**src/rtl/i2s_pkg.sv**
```systemverilog
// ---------------------------------------------------------------------------
// i2s_pkg
// Shared types and constants for the I2S receive path.
//   i2s_rx_state_e : framing FSM states (SEEK / LEFT / RIGHT)
//   i2s_chan_e     : channel a WS level belongs to
//   SYNC_STAGES    : flop depth of the input synchronizers
//   ws_to_chan()   : maps a WS level to a channel for a given WS polarity
// ---------------------------------------------------------------------------
package i2s_pkg;

    typedef enum logic [1:0] {
        SEEK  = 2'd0,
        LEFT  = 2'd1,
        RIGHT = 2'd2
    } i2s_rx_state_e;

    typedef enum logic {
        CH_LEFT  = 1'b0,
        CH_RIGHT = 1'b1
    } i2s_chan_e;

    localparam int SYNC_STAGES = 2;

    function automatic i2s_chan_e ws_to_chan(input logic ws, input logic ws_pol);
        return (ws == ws_pol) ? CH_LEFT : CH_RIGHT;
    endfunction

endpackage

```
**src/rtl/i2s_rx_sync.sv**
```systemverilog
// ---------------------------------------------------------------------------
// i2s_rx_sync
// Brings the asynchronous SCK/WS/SD pins into the clk_i domain through
// equal-depth flop chains and flags SCK rising edges. Because all three pins
// travel the same number of stages, WS and SD stay aligned with SCK.
// Ports:
//   clk_i, rst_ni        : system clock, async active-low reset
//   sck_i, ws_i, sd_i    : raw I2S pins
//   sck_rise             : one-cycle flag, synchronized SCK went 0 -> 1
//   ws_s, sd_s           : synchronized WS and SD
// ---------------------------------------------------------------------------
module i2s_rx_sync
    import i2s_pkg::*;
(
    input  logic clk_i,
    input  logic rst_ni,
    input  logic sck_i,
    input  logic ws_i,
    input  logic sd_i,
    output logic sck_rise,
    output logic ws_s,
    output logic sd_s
);

    // bit 0 = sck, bit 1 = ws, bit 2 = sd
    logic [SYNC_STAGES-1:0][2:0] sync_q;
    logic                        sck_prev_q;

    always_ff @(posedge clk_i or negedge rst_ni) begin
        if (!rst_ni) begin
            sync_q     <= '0;
            sck_prev_q <= 1'b0;
        end else begin
            sync_q[0] <= {sd_i, ws_i, sck_i};
            for (int i = 1; i < SYNC_STAGES; i++) begin
                sync_q[i] <= sync_q[i-1];
            end
            sck_prev_q <= sync_q[SYNC_STAGES-1][0];
        end
    end

    assign sck_rise = sync_q[SYNC_STAGES-1][0] & ~sck_prev_q;
    assign ws_s     = sync_q[SYNC_STAGES-1][1];
    assign sd_s     = sync_q[SYNC_STAGES-1][2];

endmodule

```
**src/rtl/i2s_rx.sv**
```systemverilog
// ---------------------------------------------------------------------------
// i2s_rx
// Philips-I2S receive deserializer. Samples SCK/WS/SD in the clk_i domain,
// rebuilds left/right PCM words (MSB first, MSB one SCK after each WS edge)
// and presents completed stereo pairs on a valid/ready stream.
//
// state | meaning
// ------+--------------------------------------------------------------
// SEEK  | not aligned; data ignored until WS moves to the left level
// LEFT  | capturing a left slot; completed word goes to left_hold_q
// RIGHT | capturing a right slot; completed word loads the output pair
//
// Parameters: SAMPLE_BITS (bits kept per channel), SLOT_BITS (SCKs per
//             slot), WS_POL (WS level of the left channel).
// Ports:
//   clk_i, rst_ni        : system clock, async active-low reset
//   sck_i, ws_i, sd_i    : I2S pins, asynchronous to clk_i
//   left_o, right_o      : output pair, MSB-aligned raw words
//   valid_o / ready_i    : output handshake
//   overrun_o            : pulse, completed pair dropped (output was full)
//   sync_err_o           : pulse, slot ended before its word was complete
//   overrun_cnt_o        : saturating overrun count, only when
//                          I2S_RX_OVERRUN_CNT_EN is defined
// ---------------------------------------------------------------------------
module i2s_rx
    import i2s_pkg::*;
#(
    parameter int   SAMPLE_BITS = 24,
    parameter int   SLOT_BITS   = 32,
    parameter logic WS_POL      = 1'b0
) (
    input  logic                   clk_i,
    input  logic                   rst_ni,
    input  logic                   sck_i,
    input  logic                   ws_i,
    input  logic                   sd_i,
    output logic [SAMPLE_BITS-1:0] left_o,
    output logic [SAMPLE_BITS-1:0] right_o,
    output logic                   valid_o,
    input  logic                   ready_i,
    output logic                   overrun_o,
    output logic                   sync_err_o
`ifdef I2S_RX_OVERRUN_CNT_EN
    ,
    output logic [15:0]            overrun_cnt_o
`endif
);

    localparam int                CNT_W      = $clog2(SLOT_BITS + 1);
    localparam logic [CNT_W-1:0]  CNT_SAT    = CNT_W'(SLOT_BITS);
    localparam logic [CNT_W-1:0]  CNT_SAMPLE = CNT_W'(SAMPLE_BITS);
    localparam logic [CNT_W-1:0]  CNT_LAST   = CNT_W'(SAMPLE_BITS - 1);

    logic sck_rise;
    logic ws_s;
    logic sd_s;

    i2s_rx_sync u_sync (
        .clk_i    (clk_i),
        .rst_ni   (rst_ni),
        .sck_i    (sck_i),
        .ws_i     (ws_i),
        .sd_i     (sd_i),
        .sck_rise (sck_rise),
        .ws_s     (ws_s),
        .sd_s     (sd_s)
    );

    i2s_rx_state_e            state_q, state_d;
    logic [CNT_W-1:0]         cnt_q;
    logic                     ws_prev_q;
    logic [SAMPLE_BITS-1:0]   shreg_q;
    logic [SAMPLE_BITS-1:0]   shreg_next;
    logic [SAMPLE_BITS-1:0]   left_hold_q;
    logic                     done_q;
    logic                     pair_pend_q;
    logic                     short_q;

    logic boundary;
    logic into_left;
    logic shift_en;
    logic word_done;
    logic left_latch;
    logic pair_load;
    logic slot_short;

    // One shift register serves both channels: every slot restarts at
    // cnt = 0 and shifts exactly SAMPLE_BITS bits before its word is
    // complete, so the previous channel's bits are always flushed out.
    generate
        if (SAMPLE_BITS > 1) begin : g_shift_multi
            assign shreg_next = {shreg_q[SAMPLE_BITS-2:0], sd_s};
        end else begin : g_shift_single
            assign shreg_next = sd_s;
        end
    endgenerate

    assign boundary  = sck_rise & (ws_s != ws_prev_q);
    assign into_left = (ws_to_chan(ws_s, WS_POL) == CH_LEFT);
    assign shift_en  = sck_rise & (cnt_q < CNT_SAMPLE);
    assign word_done = sck_rise & (cnt_q == CNT_LAST);

    // ---- FSM: state register ----
    always_ff @(posedge clk_i or negedge rst_ni) begin
        if (!rst_ni) begin
            state_q <= SEEK;
        end else begin
            state_q <= state_d;
        end
    end

    // ---- FSM: next state ----
    always_comb begin
        state_d = state_q;
        if (boundary) begin
            case (state_q)
                SEEK:        state_d = into_left ? LEFT : SEEK;
                LEFT, RIGHT: begin
                    // A short slot drops alignment, but a boundary into left
                    // is already a valid start, so that slot is not wasted.
                    if (into_left)       state_d = LEFT;
                    else if (slot_short) state_d = SEEK;
                    else                 state_d = RIGHT;
                end
                default:     state_d = SEEK;
            endcase
        end
    end

    // ---- FSM: outputs ----
    always_comb begin
        left_latch = 1'b0;
        pair_load  = 1'b0;
        slot_short = 1'b0;
        case (state_q)
            LEFT: begin
                left_latch = word_done;
                slot_short = boundary & ~done_q & ~word_done;
            end
            RIGHT: begin
                pair_load  = word_done;
                slot_short = boundary & ~done_q & ~word_done;
            end
            default: ;
        endcase
    end

    // ---- slot datapath ----
    always_ff @(posedge clk_i or negedge rst_ni) begin
        if (!rst_ni) begin
            cnt_q       <= '0;
            ws_prev_q   <= 1'b0;
            shreg_q     <= '0;
            left_hold_q <= '0;
            done_q      <= 1'b0;
            pair_pend_q <= 1'b0;
            short_q     <= 1'b0;
        end else begin
            if (sck_rise) begin
                if (boundary) begin
                    cnt_q     <= '0;
                    ws_prev_q <= ws_s;
                end else if (cnt_q != CNT_SAT) begin
                    cnt_q <= cnt_q + CNT_W'(1);
                end
            end
            if (shift_en) begin
                shreg_q <= shreg_next;
            end
            if (boundary) begin
                done_q <= 1'b0;
            end else if (word_done) begin
                done_q <= 1'b1;
            end
            if (left_latch) begin
                left_hold_q <= shreg_next;
            end
            // Registered events: the right word sits in shreg_q until the
            // next SCK rise, which is several clk_i cycles away.
            pair_pend_q <= pair_load;
            short_q     <= slot_short;
        end
    end

    // ---- output register ----
    always_ff @(posedge clk_i or negedge rst_ni) begin
        if (!rst_ni) begin
            left_o     <= '0;
            right_o    <= '0;
            valid_o    <= 1'b0;
            overrun_o  <= 1'b0;
            sync_err_o <= 1'b0;
        end else begin
            overrun_o  <= 1'b0;
            sync_err_o <= short_q;
            if (pair_pend_q) begin
                if (valid_o & ~ready_i) begin
                    overrun_o <= 1'b1;
                end else begin
                    left_o  <= left_hold_q;
                    right_o <= shreg_q;
                    valid_o <= 1'b1;
                end
            end else if (ready_i) begin
                valid_o <= 1'b0;
            end
        end
    end

`ifdef I2S_RX_OVERRUN_CNT_EN
    always_ff @(posedge clk_i or negedge rst_ni) begin
        if (!rst_ni) begin
            overrun_cnt_o <= '0;
        end else if (pair_pend_q & valid_o & ~ready_i & (overrun_cnt_o != 16'hFFFF)) begin
            overrun_cnt_o <= overrun_cnt_o + 16'd1;
        end
    end
`endif

endmodule

```
**config.mk**
```make
export PLATFORM = sky130hd
export DESIGN_NAME = i2s_rx
export DESIGN_NICKNAME = d
export VERILOG_FILES = /design/src/rtl/i2s_pkg.sv /design/src/rtl/i2s_rx_sync.sv /design/src/rtl/i2s_rx.sv
export SDC_FILE = /design/constraint.sdc
export NUM_CORES = 1
export LEC_CHECK = 0
export CELL_PAD_IN_SITES_DETAIL_PLACEMENT = 1
export CELL_PAD_IN_SITES_GLOBAL_PLACEMENT = 2
export CORE_MARGIN = 2
export CORE_UTILIZATION = 36
export CTS_CLUSTER_DIAMETER = 80
export DETAILED_ROUTE_END_ITERATION = 10
export PLACE_DENSITY = 0.75
export SETUP_SLACK_MARGIN = 0.4
export SLEW_MARGIN = 20
export SYNTH_ARGS = -nofsm -noshare
export SYNTH_HDL_FRONTEND = slang
export SYNTH_SLANG_ARGS = --single-unit
```
**constraint.sdc**
```tcl
create_clock -name clk_i -period 1.6 [get_ports clk_i]
set_input_delay 0.16 -clock clk_i [delete_from_list [all_inputs] [get_ports clk_i]]
set_output_delay 0.16 -clock clk_i [all_outputs]
set_load 0.005 [all_outputs]
```
==> results.sh, run 1 <==
export IMPL_status="complete, but fails checks"
export IMPL_violations="setup timing"
export IMPL_tns_ns=-0.01946
export IMPL_nNetsFinal=443
export IMPL_synth_top_area_share_pct=63.92
export IMPL_post_synth_top_count_cell="dfrtp_1"
export IMPL_drc=0
export IMPL_port_buffers=56
export IMPL_setup_viol=3
export IMPL_route_vias_total=2891
export IMPL_synth_top_cells_by_area="dfrtp_1 64%, mux2_2 19%, mux2_4 6.5%"
export IMPL_synth_seq_cells=118
export IMPL_antenna_left=0
export IMPL_whs_ns=0.1868
export IMPL_tightestPinTransition_ns=0.4441
export IMPL_cts_root_buf="clkbuf_16"
export IMPL_grt_pass1_wl_microns=18550
export IMPL_relSlewSlack_pct=70.18
export IMPL_max_freq_mhz=622.1
export IMPL_grt_max_degree=57
export IMPL_rsz0062_at_grt="true"
export IMPL_leakage_nw=3.730
export IMPL_clk_path_buf_depth=2
export IMPL_pin_count=57
export IMPL_maxCapViolCount=0
export IMPL_clk_insertion_delay_late_ns=0.41
export IMPL_track_usage_pct=18.52
export IMPL_grt_pass1_vias=3334
export IMPL_maxSlewViolCount=0
export IMPL_area_delta_synth_final_pct=54.58
export IMPL_layout_setup_ws_ns=-0.007549
export IMPL_avgViaCountPerCell=4.693
export IMPL_cp_max_fo=12
export IMPL_p_per_area_nw_per_um2=1181
export IMPL_ys_warn_count=0
export IMPL_switching_share_pct=23.22
export IMPL_period_share_pct=100.5
export IMPL_drtIter0Drc=95
export IMPL_synth_area_leader_cell="dfrtp_1"
export IMPL_dr_pass1_iters=4
export IMPL_htree_levels=4
export IMPL_hp_class="input port to register"
export IMPL_place_congestion=0.7261
export IMPL_std_cell_rows=41
export IMPL_wl_per_cell_microns=20.36
export IMPL_antenna_found_initial=0
export IMPL_hold_viol=0
export IMPL_synth_edf_count=0
export IMPL_synthTopCellsByCount="118 x dfrtp_1, 76 x mux2_2, 20 x mux2_4"
export IMPL_cts_buffers=17
export IMPL_worst_clock_skew_ns=0.006813
export IMPL_p_int_mw=6.475
export IMPL_syn_cell_area_sq_um=4619
export IMPL_cp_arrival_ns=1.89
export IMPL_synth_avg_cell_area_sq_um=16.10
export IMPL_netSwitchingPower_mw=1.958
export IMPL_seq_area_frac_synth_pct=63.92
export IMPL_peakVddDrop_v=0.0007262
export IMPL_comb_power_share_pct=10.1
export IMPL_syn_nets=299
export IMPL_core_sq_um=12570
export IMPL_start_util_pct=36.75
export IMPL_gr_total_overflow=0
export IMPL_die_height_microns=117.3
export IMPL_routed_wl_microns=12540
export IMPL_ys_types=32
export IMPL_hpwl_microns=5917
export IMPL_p_seq_share_pct=41.5
export IMPL_dieArea_sq_um=13750
export IMPL_worstSetupStartpointType="register"
export IMPL_synthArstFlopShare_pct=100.0
export IMPL_fp_dieW_microns=117.3
export IMPL_n_antenna_cell=0
export IMPL_worstSetupPathType="register to register"
export IMPL_syn_inst=287
export IMPL_path_clk_slew_ns=0.06
export IMPL_critPathCaptureType="register"
export IMPL_layout_min_cycle_time_ns=1.608
export IMPL_cts_tree="built"
export IMPL_power_frac_clock_pct=48.4
export IMPL_reg2reg_slack_ns=-0.008
export IMPL_synth_ff_type="dfrtp_1"
export IMPL_cp_required_ns=1.88
export IMPL_drive_gt1_share_pct=58.33
export IMPL_cts_sinks=118
area by class of cell:
cell class	instances	area [sq um]
inverters	7	26.28
multi-input cells	153	1936
repair buffers	134	1370
clock buffers	25	525.5
flip-flops and latches	118	2954
well taps	172	215.2
fillers	1181	5428
clock inverters	7	113.9
layout by cell type (no fill, tap or decap), types with 2 or more instances in the layout:
cell,netlist,final
a21oi_2,0,4
a21oi_4,0,2
buf_12,0,9
buf_16,0,7
buf_4,4,46
buf_6,2,13
bufinv_16,0,3
clkbuf_16,0,19
clkbuf_2,0,23
clkbuf_8,0,7
clkdlybuf4s15_1,0,27
clkdlybuf4s50_1,0,4
clkinv_2,0,3
dfrtp_1,118,117
ha_1,6,2
ha_2,0,2
ha_4,0,2
inv_1,7,4
inv_2,0,3
mux2_2,76,18
mux2_4,20,78
nand2_1,6,5
nand3_1,3,3
nand4b_1,2,2
nor2_1,4,3
nor2_4,0,2
nor4bb_1,2,2
o21ai_0,6,4
or3_1,3,2
power by group through the flow:
stage	registers, mW	logic, mW	clock network [mW]
after floorplan	3.43	0.466	0
after CTS	3.48	0.765	4.08
after global routing	3.53	0.932	4.28
after detailed placement	3.53	0.624	0
after global placement	3.52	0.610	0
final	3.50	0.849	4.08
through the flow:
step           cells  power, mW  util, %  area, sq um  setup slack (ns)
2_1_floorplan    287      3.896        -         4847           0.07494
3_3_place_gp     521      4.126    45.35         5699           0.03667
3_5_place_dp     521      4.151    45.35         5699          -0.05369
4_1_cts          601      8.323    55.15         6932           0.02544
5_1_grt          616      8.751    56.81         7141          -0.05755
6_report         616      8.433    56.81         7141         -0.007549
repair_timing:
item                                   CTS  global route
gates cloned                             7             2
pin swaps                                9             8
buffers inserted                        40            13
hold buffers                             1             0
resized for setup                      127            65
setup endpoints to repair              157           134
endpoints found under the hold margin   36             0
sequential cells by signal (all words and copies together), names as in the netlist, 2 cells and up:
register	flops
cnt_q	6
left_hold_q	24
left_o	24
right_o	24
shreg_q	24
state_q	2
u_sync.sync_q	4
metal layers:
metal	share of wire, %	global-route usage [%]	up-vias	wire [microns]
met5	0	0	-	0
met2	53	32.80	59	6695
met3	3.2	5.561	14	405
li1	-	-	1308	-
met4	1.5	4.863	0	184
met1	42	21.97	1510	5253
worst max-delay path, cell delays in order, from the launching register on:
cell,delay [ns]
dfrtp_1,0.42
ha_2,0.20
and4b_2,0.25
nand3_4,0.10
buf_12,0.17
mux2_2,0.35
kinds of logic (layout without fill, tap and decap cells):
logic type / count (synthesis) / in the layout / synth area share (%)
AO/OA/AOI/OAI: 16 / 16 / 2.086
XOR/XNOR: 2 / 2 / 0.3793
adder cells (fa/ha/maj): 6 / 6 / 1.625
buffers and inverters: 16 / 173 / 2.031
flip-flops: 118 / 118 / 63.92
multiplexers: 97 / 97 / 25.24
AND/OR/NAND/NOR: 32 / 32 / 4.713
path summary, 6_finish.rpt:
path                                       start                to  cells past startpoint
worst max-delay path                    cnt_q[1]    left_hold_q[4]                      5
worst min-delay path                       sck_i  u_sync.sync_q[0]                      1
worst max register to register          cnt_q[1]    left_hold_q[4]                      5
worst min register to register  u_sync.sync_q[0]  u_sync.sync_q[3]                      0
max in group asynchronous                 rst_ni       right_o[10]                      3
min in group asynchronous                 rst_ni           valid_o                      2
Power figures use the tool's default switching activity.
==> run 2: changes to the inputs <==
--- a/config.mk
+++ b/config.mk
@@ -8,12 +8,12 @@
 export CELL_PAD_IN_SITES_DETAIL_PLACEMENT = 1
 export CELL_PAD_IN_SITES_GLOBAL_PLACEMENT = 2
 export CORE_MARGIN = 2
-export CORE_UTILIZATION = 36
+export CORE_UTILIZATION = 40
 export CTS_CLUSTER_DIAMETER = 80
 export DETAILED_ROUTE_END_ITERATION = 10
-export PLACE_DENSITY = 0.75
+export PLACE_DENSITY = 0.79
 export SETUP_SLACK_MARGIN = 0.4
-export SLEW_MARGIN = 20
+export SLEW_MARGIN = 40
 export SYNTH_ARGS = -nofsm -noshare
 export SYNTH_HDL_FRONTEND = slang
 export SYNTH_SLANG_ARGS = --single-unit
==> constraint.sdc (replaced) <==
create_clock -name clk_i -period 1.9 [get_ports clk_i]
set_input_delay 0.19 -clock clk_i [delete_from_list [all_inputs] [get_ports clk_i]]
set_output_delay 0.19 -clock clk_i [all_outputs]
set_load 0.005 [all_outputs]
==> results.sh, run 2 (synthesized netlist as in run 1, its figures left out) <==
export IMPL_status="finished, final reports clean"
export IMPL_cp_cell_sequence="ha_2 > and4b_2 > nand3_4 > buf_16 > mux2_4"
export IMPL_antenna_found_initial=0
export IMPL_cts_root_buf="clkbuf_16"
export IMPL_route_vias_total=2606
export IMPL_std_cell_rows=39
export IMPL_period_share_pct=84.88
export IMPL_cp_top_family="simple AND/OR/NAND/NOR gates"
export IMPL_n_antenna_cell=0
export IMPL_drive_gt1_share_pct=40.89
export IMPL_maxCapViolCount=0
export IMPL_worst_clock_skew_ns=0.005284
export IMPL_r2r_cells=5
export IMPL_cp_required_ns=2.19
export IMPL_max_freq_mhz=620.1
export IMPL_endpoint="left_hold_q[11]"
export IMPL_p_per_area_nw_per_um2=1052
export IMPL_path_depth=5
export IMPL_final_common_cell="dfrtp_1"
export IMPL_slowest_stage="dfrtp_1"
export IMPL_grt_max_degree=43
export IMPL_avgViaCountPerCell=4.945
export IMPL_dr_pass1_iters=4
export IMPL_nNetsFinal=386
export IMPL_cp_max_fo=12
export IMPL_tns_ns=0
export IMPL_cp_arrival_ns=1.90
export IMPL_die_height_microns=111.5
export IMPL_hp_class="input port to register"
export IMPL_gr_total_overflow=0
export IMPL_cp_startpoint="cnt_q[0]"
export IMPL_fillerInstances=1082
export IMPL_port_buffers=56
export IMPL_pin_count=57
export IMPL_routed_wl_microns=9218
export IMPL_path_clk_slew_ns=0.05
export IMPL_drtIter0Drc=64
export IMPL_setup_viol=0
export IMPL_maxSlewViolCount=0
export IMPL_tightestPinTransition_ns=0.5472
export IMPL_place_congestion=0.7535
export IMPL_start_util_pct=40.80
export IMPL_layout_min_cycle_time_ns=1.613
export IMPL_crit_buf_inv=1
export IMPL_grt_pass1_vias=2892
export IMPL_peakVddDrop_v=0.0004933
export IMPL_reg2reg_slack_ns=0.29
export IMPL_mostFrequentLayoutCells="116 x dfrtp_1, 76 x mux2_2, 39 x clkdlybuf4s50_1"
export IMPL_relSlewSlack_pct=63.52
export IMPL_htree_levels=4
export IMPL_rsz0062_at_grt="true"
export IMPL_leakage_nw=3.240
export IMPL_wl_per_cell_microns=17.49
export IMPL_core_sq_um=11320
export IMPL_clk_path_buf_depth=2
export IMPL_fp_dieW_microns=111.5
export IMPL_hpwl_microns=5573
export IMPL_grt_pass1_wl_microns=14980
export IMPL_cts_sinks=118
export IMPL_antenna_left=0
export IMPL_critPathCaptureType="register"
export IMPL_cts_buffers=17
export IMPL_dieArea_sq_um=12420
export IMPL_worstSetupStartpointType="register"
export IMPL_hold_viol=0
export IMPL_clk_insertion_delay_late_ns=0.41
export IMPL_area_delta_synth_final_pct=33.64
export IMPL_reg2reg_to="left_hold_q[11]"
export IMPL_stdcell_count=527
export IMPL_track_usage_pct=15.87
export IMPL_critPathMaxStageDelay_ns=0.38
export IMPL_place_inst=484
export IMPL_cts_tree="built"
export IMPL_r2r_start="cnt_q[0]"
export IMPL_worstSetupPathType="register to register"
export IMPL_drc=0
## run 2: worst min path at each step
stage	slack, ns	to	start	cells past startpoint
finish	0.22	u_sync.sync_q[1]	ws_i	1
floorplan	-0.11	cnt_q[0]	rst_ni	0
global route	0.20	u_sync.sync_q[2]	sd_i	1
CTS	0.21	u_sync.sync_q[0]	sck_i	1
global placement	0.20	left_o[8]	rst_ni	1
detailed placement	0.21	right_o[5]	rst_ni	1
## run 2: cell type report
cell class              count  area [sq um]  share of cell area, %
clock buffers              19         442.9                  7.175
clock inverters            10         132.6                  2.148
inverters                   7         26.28                 0.4256
multi-input cells         153          1590                  25.76
flip-flops and latches    118          2955                  47.87
well taps                 143         178.9                  2.898
repair buffers             77         847.1                  13.72
## run 2: power by group
group          total, mW  internal [mW]  switching [mW]
combinational      0.457          0.250           0.208
clock               3.13           2.06            1.07
sequential          2.91           2.71           0.207
total               6.50           5.02            1.48
## run 2: repair_timing
action	CTS	global route
resized for setup	10	15
hold buffers	1	0
endpoints found under the hold margin	38	0
cloned	1	1
setup buffers	4	7
endpoints found under the setup margin	39	66
pin swaps	0	0
## run 2: layer usage
layer	wire length [microns]	part of all wire, %	global-route usage [%]
met2	4729	51	26.38
met1	4001	43	18.80
met4	123	1.3	7.160
met5	0	0	0
met3	363	3.9	5.335
## run 2: per-stage QoR
stage / hold WS [ns] / setup WS [ns] / area [sq um] / utilization [%] / power (mW)
6_report: 0.2190 / 0.2873 / 6173 / 54.53 / 6.497
5_1_grt: 0.2048 / 0.2228 / 6173 / 54.53 / 6.762
3_3_place_gp: 0.2047 / 0.2935 / 5409 / 47.78 / 3.317
4_1_cts: 0.2051 / 0.2750 / 6060 / 53.53 / 6.551
2_1_floorplan: -0.1056 / 0.3749 / 4629 / - / 3.154
3_5_place_dp: 0.2112 / 0.2543 / 5409 / 47.78 / 3.351
==> run 3: changes to the inputs <==
--- a/config.mk
+++ b/config.mk
@@ -8,10 +8,10 @@
 export CELL_PAD_IN_SITES_DETAIL_PLACEMENT = 1
 export CELL_PAD_IN_SITES_GLOBAL_PLACEMENT = 2
 export CORE_MARGIN = 2
-export CORE_UTILIZATION = 40
+export CORE_UTILIZATION = 36
 export CTS_CLUSTER_DIAMETER = 80
 export DETAILED_ROUTE_END_ITERATION = 10
-export PLACE_DENSITY = 0.79
+export PLACE_DENSITY = 0.75
 export SETUP_SLACK_MARGIN = 0.4
 export SLEW_MARGIN = 40
 export SYNTH_ARGS = -nofsm -noshare
==> constraint.sdc (replaced) <==
create_clock -name clk_i -period 1.35 [get_ports clk_i]
set_input_delay 0.135 -clock clk_i [delete_from_list [all_inputs] [get_ports clk_i]]
set_output_delay 0.135 -clock clk_i [all_outputs]
set_load 0.005 [all_outputs]
==> results.sh, run 3 (synthesized netlist as in run 1, its figures left out) <==
export IMPL_dieArea_sq_um=13750
export IMPL_wl_per_cell_microns=19.61
export IMPL_maxCapViolCount=0
export IMPL_track_usage_pct=19.41
export IMPL_nNetsFinal=487
export IMPL_drive_gt1_share_pct=67.42
export IMPL_worstSetupPathType="register to register"
export IMPL_critPathCaptureType="register"
export IMPL_clk_path_buf_depth=2
export IMPL_die_height_microns=117.3
export IMPL_period_share_pct=125.5
export IMPL_worst_clock_skew_ns=0.009695
export IMPL_status="complete, but fails checks"
export IMPL_clk_insertion_delay_late_ns=0.42
export IMPL_violations="setup timing"
export IMPL_cts_tree="built"
export IMPL_tightestPinTransition_ns=0.3781
export IMPL_stdcell_area_sq_um=7411
export IMPL_n_antenna_cell=0
export IMPL_cts_sinks=118
export IMPL_routed_wl_microns=12940
export IMPL_dr_pass1_iters=4
export IMPL_cp_required_ns=1.64
export IMPL_pin_count=57
export IMPL_path_clk_slew_ns=0.06
export IMPL_hpwl_microns=6286
export IMPL_antenna_left=0
export IMPL_start_util_pct=36.75
export IMPL_setup_viol=101
export IMPL_place_congestion=0.7239
export IMPL_grt_pass1_wl_microns=19300
export IMPL_antenna_found_initial=0
export IMPL_std_cell_rows=41
export IMPL_mostFrequentLayoutCells="117 x dfrtp_1, 77 x mux2_4, 76 x buf_4"
export IMPL_cts_root_buf="clkbuf_16"
export IMPL_htree_levels=4
export IMPL_cp_arrival_ns=1.98
export IMPL_p_per_area_nw_per_um2=1317
export IMPL_drc=0
export IMPL_maxSlewViolCount=0
export IMPL_final_common_cell="dfrtp_1"
export IMPL_layout_min_cycle_time_ns=1.694
export IMPL_layout_setup_ws_ns=-0.3436
export IMPL_cp_max_fo=3
export IMPL_power_mw=9.757
export IMPL_fillerInstances=1198
export IMPL_core_sq_um=12570
export IMPL_hold_viol=0
export IMPL_avgViaCountPerCell=4.670
export IMPL_grt_pass1_vias=3383
export IMPL_leakage_nw=4.037
export IMPL_cts_buffers=17
export IMPL_area_delta_synth_final_pct=60.43
export IMPL_worstSetupStartpointType="register"
export IMPL_hp_class="input port to register"
export IMPL_max_freq_mhz=590.5
export IMPL_drtIter0Drc=111
export IMPL_relSlewSlack_pct=74.43
export IMPL_peakVddDrop_v=0.0007494
export IMPL_route_vias_total=3082
export IMPL_rsz0062_at_grt="true"
export IMPL_gr_total_overflow=0
export IMPL_port_buffers=56
export IMPL_fp_dieW_microns=117.3
export IMPL_grt_max_degree=43
export IMPL_placed_area_sq_um=5919
[run 3: changes by cell type in the layout (fill, tap and decap cells not counted), moves of 4 or more]
| cell | before | now |
|---|---|---|
| mux2_2 | 76 | 19 |
| buf_2 | 0 | 50 |
| a21oi_2 | 0 | 5 |
| a21oi_1 | 6 | 0 |
| buf_16 | 1 | 9 |
| dlymetal6s2s_1 | 11 | 0 |
| dlygate4sd2_1 | 5 | 0 |
| clkbuf_8 | 1 | 5 |
| buf_12 | 5 | 19 |
| clkdlybuf4s50_1 | 39 | 4 |
| buf_6 | 2 | 18 |
| mux2_4 | 20 | 77 |
| buf_4 | 12 | 76 |
[run 3: cell type report]
type / count / area [sq um] / area share, %
flip-flops and latches: 118 / 2954 / 39.86
multi-input cells: 153 / 1902 / 25.66
inverters: 7 / 26.28 / 0.3545
clock inverters: 8 / 95.09 / 1.283
clock buffers: 24 / 501.7 / 6.770
well taps: 172 / 215.2 / 2.904
repair buffers: 178 / 1717 / 23.16
[run 3: where the power goes]
group          switching, mW  total [mW]  leakage [nW]  internal (mW)
combinational          0.398        1.06          2.14          0.663
sequential             0.319        4.13          1.60           3.81
clock                   1.62        4.57         0.292           2.95
[run 3: layer usage]
| layer | part of all wire [%] | GRT usage [%] | vias to the layer above |
|---|---|---|---|
| met4 | 1.5 | 6.745 | 0 |
| li1 | - | - | 1396 |
| met2 | 53 | 32.53 | 65 |
| met3 | 3.6 | 5.304 | 18 |
| met1 | 42 | 24.24 | 1603 |
| met5 | 0 | 0 | - |
[run 3: critical path, stage by stage (launching register included)]
cell	delay, ns
dfrtp_1	0.38
ha_2	0.19
buf_4	0.10
buf_6	0.08
buf_6	0.08
buf_6	0.09
nand4b_1	0.15
o21ai_0	0.37
a21oi_2	0.11
[run 3: what timing repair did]
item                                    4_1_cts  5_1_grt
gates resized for setup                     252       14
endpoints found under the hold margin       118        0
hold buffers                                  1        0
buffers inserted                             56       23
endpoints found under the setup margin      159      159
pin swaps                                    15        8
cloned                                        9        0
[run 3: worst paths after layout]
kind | start | to | slack (ns) | cells past startpoint
max | cnt_q[0] | cnt_q[4] | -0.34 | 8
min | sck_i | u_sync.sync_q[0] | 0.16 | 1
max reg2reg | cnt_q[0] | cnt_q[4] | -0.34 | 8
min reg2reg | u_sync.sync_q[0] | u_sync.sync_q[3] | 0.35 | 0
max in group asynchronous | rst_ni | left_o[23] | 0.64 | 3
min in group asynchronous | rst_ni | left_hold_q[6] | 0.17 | 2
[run 3: through the flow]
stage | hold slack [ns] | cells | setup WS [ns] | TNS, ns | utilization, %
after floorplan | -0.1606 | 287 | -0.1745 | -4.009 | -
after global placement | 0.06083 | 539 | -0.3254 | -16.28 | 47.10
after detailed placement | 0.05916 | 539 | -0.3359 | -16.34 | 47.10
after CTS | 0.1473 | 637 | -0.2873 | -11.84 | 57.12
after global routing | 0.1519 | 660 | -0.4356 | -20.12 | 58.96
final | 0.1613 | 660 | -0.3436 | -15.04 | 58.96
